File: src/rtl/param_inc_counter.sv
// Parametrised up/down counter with clear, load, wrap/saturate and a registered carry/borrow pulse; count and co update one edge after inputs are sampled.
// No backpressure: steps every enabled cycle. Optional compare-match output enabled by COUNTER_CMP_EN.
module param_inc_counter #(
  parameter int          WIDTH   = 16,
  parameter logic [31:0] RST_VAL = 32'd0
) (
  input  logic             clk,
  input  logic             rst_n,
  input  logic             clr,
  input  logic             load,
  input  logic [WIDTH-1:0] load_val,
  input  logic             en,
  input  logic             up,
  input  logic             sat_mode,
`ifdef COUNTER_CMP_EN
  input  logic [WIDTH-1:0] cmp_val,
  output logic             cmp_match,
`endif
  output logic [WIDTH-1:0] count,
  output logic             co,
  output logic             at_max,
  output logic             at_min,
  output logic             sat_hit
);

  localparam logic [WIDTH-1:0] RST_CNT = RST_VAL[WIDTH-1:0];

  logic [WIDTH-1:0] inc_val;
  logic [WIDTH-1:0] dec_val;
  logic [WIDTH:0]   carry;
  logic [WIDTH:0]   borrow;

  logic [WIDTH-1:0] count_nxt;
  logic             co_nxt;
  logic             sat_nxt;

  // Ripple chains: the final carry out is set only when count is all-ones,
  // the final borrow out only when count is zero.
  always_comb begin
    inc_val   = '0;
    dec_val   = '0;
    carry     = '0;
    borrow    = '0;
    carry[0]  = 1'b1;
    borrow[0] = 1'b1;
    for (int i = 0; i < WIDTH; i++) begin
      inc_val[i]  = count[i] ^ carry[i];
      carry[i+1]  = count[i] & carry[i];
      dec_val[i]  = count[i] ^ borrow[i];
      borrow[i+1] = ~count[i] & borrow[i];
    end
  end

  assign at_max = carry[WIDTH];
  assign at_min = borrow[WIDTH];

  always_comb begin
    count_nxt = count;
    co_nxt    = 1'b0;
    sat_nxt   = sat_hit;
    if (clr) begin
      count_nxt = RST_CNT;
      sat_nxt   = 1'b0;
    end else if (load) begin
      count_nxt = load_val;
    end else if (en) begin
      if (up) begin
        if (!at_max) begin
          count_nxt = inc_val;
        end else if (!sat_mode) begin
          count_nxt = inc_val;
          co_nxt    = 1'b1;
        end else begin
          sat_nxt   = 1'b1;
        end
      end else begin
        if (!at_min) begin
          count_nxt = dec_val;
        end else if (!sat_mode) begin
          count_nxt = dec_val;
          co_nxt    = 1'b1;
        end else begin
          sat_nxt   = 1'b1;
        end
      end
    end
  end

  always_ff @(posedge clk or negedge rst_n) begin
    if (!rst_n) begin
      count   <= RST_CNT;
      co      <= 1'b0;
      sat_hit <= 1'b0;
    end else begin
      count   <= count_nxt;
      co      <= co_nxt;
      sat_hit <= sat_nxt;
    end
  end

`ifdef COUNTER_CMP_EN
  // Compared against the next count so the flag lines up with the registered count.
  always_ff @(posedge clk or negedge rst_n) begin
    if (!rst_n) begin
      cmp_match <= 1'b0;
    end else if (clr) begin
      cmp_match <= 1'b0;
    end else begin
      cmp_match <= (count_nxt == cmp_val);
    end
  end
`endif

endmodule

File: config.mk
export PLATFORM = sky130hd
export DESIGN_NAME = param_inc_counter
export DESIGN_NICKNAME = d
export VERILOG_FILES = /design/src/rtl/param_inc_counter.sv
export SDC_FILE = /design/constraint.sdc
export NUM_CORES = 1
export LEC_CHECK = 0
export BUFFER_PORTS_ARGS = -buffer_cell sky130_fd_sc_hd__buf_2
export CELL_PAD_IN_SITES_DETAIL_PLACEMENT = 1
export CELL_PAD_IN_SITES_GLOBAL_PLACEMENT = 1
export CORE_MARGIN = 2
export CORE_UTILIZATION = 34
export CTS_CLUSTER_DIAMETER = 30
export DETAILED_ROUTE_END_ITERATION = 8
export GPL_TIMING_DRIVEN = 0
export MAX_ROUTING_LAYER = met4
export PLACE_DENSITY = 0.79
export SYNTH_ARGS = -nofsm -noshare
export SYNTH_HDL_FRONTEND = slang
export SYNTH_SLANG_ARGS = --single-unit
export TNS_END_PERCENT = 1
File: constraint.sdc
create_clock -name clk -period 6.65 [get_ports clk]
set_input_delay 0 -clock clk [delete_from_list [all_inputs] [get_ports clk]]
set_output_delay 0 -clock clk [all_outputs]
set_load 0.005 [all_outputs]
==> flow_metrics.env, run 1 <==
export IMPL_status="finished clean"
export IMPL_dr_wl_met3_um=203
export IMPL_first_global_vias=1464
export IMPL_gp_congestion=0.915
export IMPL_dr_pass1_iters=4
export IMPL_cts_tree="yes"
export IMPL_max_slew_margin=0.569
export IMPL_syn_avg_cell_area_um2=8.52
export IMPL_synth_flop_cell="dfrtp_1"
export IMPL_setup_violations=0
export IMPL_r2r_setup_slack_ns=4.04
export IMPL_max_stage_delay_ns=0.55
export IMPL_syn_inst=165
export IMPL_worst_slew_pin_slew_ns=0.640
export IMPL_yosys_area_share_simple=0.331
export IMPL_p_per_area_mw_per_mm2=161
export IMPL_drt_iter0_drc=58
export IMPL_critPathBufInv=2
export IMPL_synthAdderAreaFrac=0
export IMPL_placed_cells=256
export IMPL_row_count=23
export IMPL_end_kind="flop"
export IMPL_ant_nets=0
export IMPL_min_to="count[9]"
export IMPL_critical_path_top_delay_family="simple AND/OR/NAND/NOR gates"
export IMPL_wl_um=4410
export IMPL_drcViolationCount=0
export IMPL_place_area_mm2=0.00167
export IMPL_rsz0062_at_grt="false"
export IMPL_power_total_uw=287
export IMPL_total_leakage_power_uw=0.000745
export IMPL_wire_per_inst_um=16.7
export IMPL_synth_compound_area_frac=0.252
export IMPL_areaGrowthSynthToFinish_pct=26.2
export IMPL_synth_cell_type_count=46
export IMPL_layout_common_cells="buf_2, dfrtp_1, nor2_1, nand2_1"
export IMPL_antenna_found_initial=0
export IMPL_required_ns=6.82
export IMPL_core_area_mm2=0.00400
export IMPL_final_cell_count_no_fill=265
export IMPL_route_vias_total=1505
export IMPL_r2r_end="count[8]"
export IMPL_hold_depth=3
export IMPL_grt_max_degree=19
export IMPL_synth_nets=188
export IMPL_r2r_cells=7
export IMPL_layout_drive_gt1_share=0.293
export IMPL_synth_xor_area_share=0.0125
export IMPL_hp_start="load_val[9]"
export IMPL_syn_area_mm2=0.00141
export IMPL_worstPathArrival_ns=2.77
export IMPL_top_layer="met4"
export IMPL_muxShareOfSynthArea=0.0222
export IMPL_port_buffer_count=41
export IMPL_slew_violations=0
export IMPL_yosysWarnings=0
export IMPL_synth_edf_count=0
export IMPL_grt_overflow=0
export IMPL_stdcell_area_mm2=0.00178
export IMPL_met2_length_um=2100
export IMPL_min_period_ns=2.61
export IMPL_cts_setup_buffers=0
export IMPL_start_util=0.352
export IMPL_fmax_ghz=0.383
export IMPL_period_share=0.392
export IMPL_synthArstFlopShare=1.00
export IMPL_layout_commonest_cell="buf_2"
export IMPL_grt_usage=0.215
export IMPL_path_class="reg2reg"
export IMPL_cts_root_buf="clkbuf_8"
export IMPL_die_w_um=68.3
export IMPL_synth_seq_cells=18
export IMPL_cp_cell_sequence="clkbuf_1, or4_4, or3_4, o221ai_4, clkbuf_2, o21ai_0, a311oi_1"
export IMPL_regToRegStartpoint="count[1]"
export IMPL_dp_hpwl_um=3330
export IMPL_nets=240
export IMPL_die_h_um=68.3
export IMPL_fin_tns_setup_ns=0
export IMPL_h_tree_depth=1
export IMPL_cap_violations=0
export IMPL_clkSlewWorstSetupHoldPaths_ns=0.07
export IMPL_n_antenna_cell=0
export IMPL_cts_inserted_buffers=3
export IMPL_critPathMaxFanout=10
export IMPL_floorplan_io_pins=43
export IMPL_hold_viol=0
export IMPL_vdd_drop_max_v=0.0000772
export IMPL_wl_met1_um=2090
export IMPL_cts_buffer_depth=2
export IMPL_grt_pass1_wl_um=7290
export IMPL_cts_sinks=18
export IMPL_critPathLaunchType="flop"
export IMPL_crit_slowest_cell="or4_4"
export IMPL_die_area_mm2=0.00467
export IMPL_routed_via_density=5.68
export IMPL_synth_top_family_by_area="simple AND/OR/NAND/NOR gates"
export IMPL_synth_seq_area_share=0.320
export IMPL_skew_ns=0.00497
export IMPL_clock_latency_ns=0.26
export IMPL_min_path_type="in2reg"
==> flip-flops by register name (all words and copies together), names as in the netlist <==
name / flops
co: 1
sat_hit: 1
count: 16
==> cell usage after synthesis, types with 2 or more instances <==
master      n  area, um^2
nor2_1     17        63.8
and4_1      2        17.5
clkbuf_1    8        30.0
nand2_1    10        37.5
nand3_1     4        20.0
and3_1      3        18.8
a22oi_1     2        15.0
a2111oi_2   3        45.0
and4_2      3        30.0
a31oi_1     4        25.0
o21ai_0     9        45.0
buf_6       2        22.5
or3_1       9        56.3
a211oi_1    4        30.0
a21oi_1     7        35.0
mux2i_1     2        20.0
nor3_1      5        25.0
xnor2_1     2        17.5
inv_1       8        30.0
or2_2       2        12.5
nor4_1      4        25.0
nand4_1     5        31.3
or4_4       2        22.5
a311oi_1    5        43.8
dfrtp_1    18         450
or4_1       3        22.5
nor3b_1     3        22.5
==> worst register-to-register path, cell delays in order, from the launching register on <==
cell and delay [ns]:
dfrtp_1 0.37, clkbuf_1 0.20, or4_4 0.55, or3_4 0.37
o221ai_4 0.31, clkbuf_2 0.30, o21ai_0 0.13, a311oi_1 0.27
==> where the power goes <==
| group | total (uW) | switching [uW] | internal, uW |
|---|---|---|---|
| registers | 127 | 10.4 | 117 |
| clock network | 79.7 | 39.3 | 40.4 |
| logic | 79.9 | 43.8 | 36.1 |
==> how the worst max path moves through the flow <==
stage / depth (start not counted) / slack [ns] / to / startpoint
finish: 7 / 4.04 / count[8] / count[1]
global route: 7 / 3.85 / count[9] / count[1]
CTS: 7 / 4.03 / count[8] / count[1]
detailed placement: 7 / 4.05 / count[13] / count[3]
global placement: 7 / 4.09 / count[8] / count[1]
floorplan: 7 / 4.25 / count[10] / count[3]
==> area by class of cell <==
type,count,area [um^2]
Fill cell,532,2220
Sequential cell,18,450
Timing Repair Buffer,47,265
Clock buffer,3,41.3
Multi-Input combinational cell,128,868
Inverter,8,30.0
Tap cell,50,62.6
Buffer,11,57.6
==> cells by family (layout without fill, tap and decap cells) <==
kind of cell           count (synthesis)  in the layout
AO/OA/AOI/OAI                         44             44
XOR/XNOR                               2              2
buffers and inverters                 19             69
flip-flops                            18             18
multiplexers                           3              3
AND/OR/NAND/NOR                       79             79
==> what timing repair did <==
item                                   in CTS  in global routing
resized for setup                           0                  0
endpoints found under the hold margin      23                  0
hold buffers                                6                  0
setup endpoints to repair                   0                  0
==> stage by stage <==
step                      setup WS, ns  hold WS [ns]  utilization
after global placement            4.09       -0.0390        0.419
after global routing              3.85        0.0203        0.444
after CTS                         4.03       0.00911        0.444
after detailed placement          4.05       -0.0278        0.419
final                             4.04        0.0128        0.444
after floorplan                   4.25        -0.296            -
==> metal layers <==
| metal | vias up | track usage |
|---|---|---|
| li1 | 742 | - |
| met1 | 723 | 0.272 |
| met2 | 38 | 0.364 |
| met3 | 2 | 0.0395 |
| met4 | 0 | 0.0300 |
| met5 | - | - |
No activity file was read; power rests on OpenSTA's default activity.
==> inputs of run 2 (changes only) <==
ABC_AREA = 1   (was not set)
CORE_UTILIZATION = 31   (was 34)
PLACE_DENSITY = 0.8   (was 0.79)
clock period = 2.4 ns   (was 6.65 ns; I/O delays follow)
==> flow_metrics.env, run 2 <==
export IMPL_end_kind="flop"
export IMPL_synth_commonest_cells="nand2_1, inv_1, o21ai_0"
export IMPL_antenna_found_initial=0
export IMPL_skew_ns=0.00668
export IMPL_nets=316
export IMPL_syn_area_mm2=0.00149
export IMPL_syn_inst=242
export IMPL_wl_um=4590
export IMPL_h_tree_depth=1
export IMPL_n_antenna_cell=0
export IMPL_synthTopCellsByArea="dfrtp_1, nand2_1, o21ai_0"
export IMPL_p_per_area_mw_per_mm2=470
export IMPL_core_area_mm2=0.00469
export IMPL_synth_top_area_share=0.302
export IMPL_synth_top_family_by_area="simple AND/OR/NAND/NOR gates"
export IMPL_rsz0062_at_grt="false"
export IMPL_synth_flop_cell="dfrtp_1"
export IMPL_p_comb_frac=0.274
export IMPL_synth_nets=265
export IMPL_final_setup_worst_slack_ns=0.205
export IMPL_yosysWarnings=0
export IMPL_port_buffer_count=42
export IMPL_synth_seq_cells=18
export IMPL_fmax_ghz=0.455
export IMPL_min_period_ns=2.20
export IMPL_grt_max_degree=19
export IMPL_ant_nets=0
export IMPL_cts_sinks=18
export IMPL_synth_cell_type_count=25
export IMPL_cts_root_buf="clkbuf_8"
export IMPL_layout_commonest_cell="nand2_1"
export IMPL_min_path_type="in2reg"
export IMPL_fin_tns_setup_ns=0
export IMPL_synthArstFlopShare=1.00
export IMPL_die_w_um=73.3
export IMPL_drt_iter0_drc=66
export IMPL_p_switching_uw=310
export IMPL_first_global_vias=1789
export IMPL_cts_setup_buffers=0
export IMPL_cap_violations=0
export IMPL_grt_usage=0.195
export IMPL_top_regs="count (16), co (1), sat_hit (1)"
export IMPL_multi_input_area_um2=906
export IMPL_drcViolationCount=0
export IMPL_worstPathArrival_ns=2.35
export IMPL_r2r_setup_slack_ns=0.20
export IMPL_grt_pass1_wl_um=8110
export IMPL_clock_latency_ns=0.26
export IMPL_grt_overflow=0
export IMPL_floorplan_io_pins=43
export IMPL_pwr_share_clk=0.303
export IMPL_yosysMostFrequentCell="nand2_1"
export IMPL_synth_xor_area_share=0
export IMPL_dp_hpwl_um=3510
export IMPL_post_place_ws_ns=0.147
export IMPL_period_share=0.915
export IMPL_wire_per_inst_um=13.3
export IMPL_swShare=0.353
export IMPL_yosys_area_share_simple=0.476
export IMPL_hold_viol=0
export IMPL_cts_inserted_buffers=3
export IMPL_vdd_drop_max_v=0.000171
export IMPL_route_vias_total=1720
export IMPL_power_total_uw=878
export IMPL_die_h_um=73.3
export IMPL_required_ns=2.56
export IMPL_critPathLaunchType="flop"
export IMPL_syn_avg_cell_area_um2=6.16
export IMPL_path_class="reg2reg"
export IMPL_row_count=25
export IMPL_max_slew_margin=0.632
export IMPL_synthAdderAreaFrac=0
export IMPL_internal_power_uw=568
export IMPL_largest_register="count"
export IMPL_synth_compound_area_frac=0.128
export IMPL_areaGrowthSynthToFinish_pct=25.5
export IMPL_total_leakage_power_uw=0.00100
export IMPL_critPathMaxFanout=10
export IMPL_dr_pass1_iters=4
export IMPL_worst_slew_pin_slew_ns=0.552
export IMPL_fillCellCount=659
export IMPL_clkSlewWorstSetupHoldPaths_ns=0.08
export IMPL_setup_violations=0
export IMPL_die_area_mm2=0.00538
export IMPL_cts_tree="yes"
export IMPL_muxShareOfSynthArea=0
export IMPL_synth_seq_area_share=0.302
export IMPL_routed_via_density=4.97
export IMPL_slew_violations=0
export IMPL_yosys_area_top_type="dfrtp_1"
export IMPL_start_util=0.318
export IMPL_synth_edf_count=0
export IMPL_cts_buffer_depth=2
export IMPL_largest_reg_flops=16
export IMPL_stdcell_area_mm2=0.00187
export IMPL_layout_drive_gt1_share=0.229
export IMPL_seq_power_share=0.423
export IMPL_layout_common_cells="nand2_1, buf_2, o21ai_0, inv_1, nor2_1"
export IMPL_place_area_mm2=0.00177
export IMPL_status="finished clean"
export IMPL_regArea_um2=453
export IMPL_gp_congestion=0.837
==> run 2: cell count changes after synthesis, moves of 4 or more <==
cell	before	now
a311oi_1	5	0
or3_1	9	0
nor2_2	0	4
a211oi_1	4	0
inv_1	8	25
nand2_1	10	98
o21ai_0	9	25
nand3_1	4	11
==> run 2: worst paths after layout <==
path / to / depth (start not counted) / from
max in group asynchronous: count[1] / 2 / rst_n
worst max register to register: count[6] / 15 / count[1]
worst min-delay path: count[13] / 5 / load_val[13]
worst max-delay path: count[6] / 15 / count[1]
worst min register to register: count[11] / 2 / count[11]
min in group asynchronous: count[14] / 2 / rst_n
==> run 2: metal layers <==
metal / global-route usage / vias to the layer above / wire, um
li1: - / 878 / -
met5: - / - / 0
met2: 0.331 / 31 / 2250
met1: 0.256 / 807 / 2190
met4: 0.0364 / 0 / 38
met3: 0.0178 / 4 / 113
==> run 2: logic make-up (layout without fill, tap and decap cells) <==
kind of cell,Yosys count,count (layout)
AOI/OAI and AO/OA,37,37
DFF,18,18
and+or+nand+nor,154,154
buffers and inverters,33,83
==> run 2: worst max-delay path: stages, from the launching register on <==
cell	delay, ns
dfrtp_2	0.45
nor2_4	0.17
nand4_2	0.14
nor2_1	0.12
nand4_1	0.15
nor2_2	0.15
nand3_2	0.12
nor2_4	0.13
nand3_2	0.08
inv_2	0.07
nand2_2	0.07
nand2_1	0.09
nor2_2	0.07
buf_6	0.16
nand2_1	0.07
nand2_1	0.04
==> run 2: stage by stage <==
stage                     hold slack (ns)  std cells  utilization
after global routing               0.0673        346        0.399
after detailed placement          -0.0207        338        0.377
after global placement            -0.0222        338        0.377
after CTS                          0.0338        346        0.397
final                              0.0319        346        0.399
after floorplan                    -0.296        242            -
==> run 2: final cells by class <==
type	count	area share
multi-input combinational	191	0.484
tap	54	0.0361
sequential	18	0.242
timing repair buffer	46	0.134
inverter	26	0.0522
buffer	7	0.0221
clock buffer	4	0.0294
==> run 2: what timing repair did <==
action | 4_1_cts | 5_1_grt
setup endpoints to repair | 0 | 11
resized for setup | 0 | 4
hold endpoints to repair | 20 | 0
hold buffers | 4 | 0
==> run 2: power groups by stage <==
stage	Clock (uW)	Sequential, uW	Combinational, uW
after floorplan	0	371	142
after global placement	0	375	226
after detailed placement	0	375	236
after CTS	270	370	242
after global routing	283	379	281
final	266	372	241
==> inputs of run 3 (changes only) <==
PLACE_DENSITY = 0.79   (was 0.8)
==> flow_metrics.env, run 3 (synthesized netlist as in run 2, its figures left out) <==
export IMPL_cpMostUsedCell="nand2_1"
export IMPL_die_area_mm2=0.00538
export IMPL_drcViolationCount=0
export IMPL_critPathMaxFanout=10
export IMPL_min_period_ns=2.20
export IMPL_drt_iter0_drc=55
export IMPL_dp_hpwl_um=3490
export IMPL_antenna_found_initial=0
export IMPL_min_path_type="in2reg"
export IMPL_setup_violations=0
export IMPL_h_tree_depth=1
export IMPL_critPathLaunchType="flop"
export IMPL_core_area_mm2=0.00469
export IMPL_skew_ns=0.00359
export IMPL_grt_pass1_wl_um=7830
export IMPL_die_w_um=73.3
export IMPL_period_share=0.918
export IMPL_routed_via_density=4.92
export IMPL_max_stage_delay_ns=0.47
export IMPL_clkSlewWorstSetupHoldPaths_ns=0.08
export IMPL_cts_inserted_buffers=3
export IMPL_hold_viol=0
export IMPL_multi_input_area_um2=935
export IMPL_final_core_util=0.411
export IMPL_wl_um=4880
export IMPL_wire_per_inst_um=13.9
export IMPL_clock_latency_ns=0.26
export IMPL_total_leakage_power_uw=0.00102
export IMPL_hp_start="load_val[0]"
export IMPL_p_per_area_mw_per_mm2=462
export IMPL_worst_slew_pin_slew_ns=0.554
export IMPL_layout_drive_gt1_share=0.250
export IMPL_layout_common_cells="nand2_1, buf_2, o21ai_0, inv_1, nor2_1"
export IMPL_floorplan_io_pins=43
export IMPL_r2r_setup_slack_ns=0.20
export IMPL_hold_slack_ns=0.0264
export IMPL_r2r_end="count[8]"
export IMPL_fillCellCount=657
export IMPL_grt_usage=0.190
export IMPL_route_vias_total=1722
export IMPL_end_kind="flop"
export IMPL_start_util=0.318
export IMPL_path_class="reg2reg"
export IMPL_n_antenna_cell=0
export IMPL_grt_overflow=0
export IMPL_hold_depth=3
export IMPL_status="finished clean"
export IMPL_cts_buffer_depth=2
export IMPL_cts_sinks=18
export IMPL_r2r_cells=15
export IMPL_placed_cells=338
export IMPL_cp_cell_sequence="nor2_4, nand4_4, nor2_1, nand4_1, nor2_2, nand3_2, nor2_4, nand3_2, inv_2, nand2_2, nand2_1, nor2_2, buf_6, nand2_1, nand2_1"
export IMPL_largest_reg_flops=16
export IMPL_crit_slowest_cell="dfrtp_2"
export IMPL_nets=320
export IMPL_die_h_um=73.3
export IMPL_vdd_drop_max_v=0.000232
export IMPL_row_count=25
export IMPL_ant_nets=0
export IMPL_cts_root_buf="clkbuf_8"
export IMPL_post_place_ws_ns=0.163
export IMPL_regArea_um2=454
export IMPL_final_setup_worst_slack_ns=0.198
export IMPL_min_to="count[0]"
export IMPL_worstPathArrival_ns=2.36
export IMPL_regToRegStartpoint="count[1]"
export IMPL_grt_max_degree=19
export IMPL_final_cell_count_no_fill=350
export IMPL_slew_violations=0
export IMPL_gp_congestion=0.842
export IMPL_first_global_vias=1764
export IMPL_cap_violations=0
export IMPL_areaGrowthSynthToFinish_pct=29.6
export IMPL_max_slew_margin=0.630
export IMPL_required_ns=2.56
export IMPL_largest_register="count"
export IMPL_top_regs="count (16), co (1), sat_hit (1)"
export IMPL_fmax_ghz=0.454
export IMPL_layout_commonest_cell="nand2_1"
export IMPL_cts_tree="yes"
export IMPL_dr_pass1_iters=4
export IMPL_port_buffer_count=42
run 3: worst max-delay path by stage:
stage | start | endpoint | slack [ns] | cells past startpoint
3_3_place_gp | count[1] | count[11] | 0.22 | 15
6_report | count[1] | count[8] | 0.20 | 15
4_1_cts | count[1] | count[7] | 0.14 | 15
3_5_place_dp | count[1] | count[7] | 0.16 | 15
2_1_floorplan | count[1] | count[14] | 0.45 | 15
5_1_grt | count[1] | count[10] | -0.04 | 14
run 3: worst max-delay path: cells and delay by family, from the launching register on:
kind	cells	cell delay, ns
buffers and inverters	2	0.24
DFF	1	0.47
and+or+nand+nor	13	1.39
run 3: where the power goes:
group	leakage [uW]	internal (uW)	switching (uW)	total [uW]
Combinational	0.000761	96.5	154	251
Clock	0.0000288	146	119	265
Sequential	0.000234	330	45.9	376
run 3: layout make-up:
| class | instances | area share |
|---|---|---|
| Sequential cell | 18 | 0.235 |
| Inverter | 26 | 0.0506 |
| Clock buffer | 4 | 0.0285 |
| Timing Repair Buffer | 50 | 0.145 |
| Tap cell | 54 | 0.0350 |
| Buffer | 7 | 0.0214 |
| Multi-Input combinational cell | 191 | 0.484 |
run 3: metrics by stage:
stage / instance area, um^2 / TNS [ns] / power [uW]
3_3_place_gp: 1770 / 0 / 601
3_5_place_dp: 1770 / 0 / 611
5_1_grt: 1930 / -0.170 / 949
2_1_floorplan: 1490 / 0 / 513
6_report: 1930 / 0 / 892
4_1_cts: 1860 / 0 / 887
run 3: timing repair:
action / 4_1_cts / 5_1_grt
resized for setup: 0 / 10
endpoints found under the setup margin: 0 / 11
hold buffers: 4 / 0
buffers inserted: 0 / 4
endpoints found under the hold margin: 20 / 0
run 3: metal layers:
metal  track usage  up-vias  routed length [um]  part of all wire
li1              -      882                   -                 -
met1         0.236      811                2250              0.46
met2         0.333       25                2490              0.51
met3        0.0206        4                 109             0.022
met4        0.0384        0                  40            0.0082
met5             -        -                   0                 0
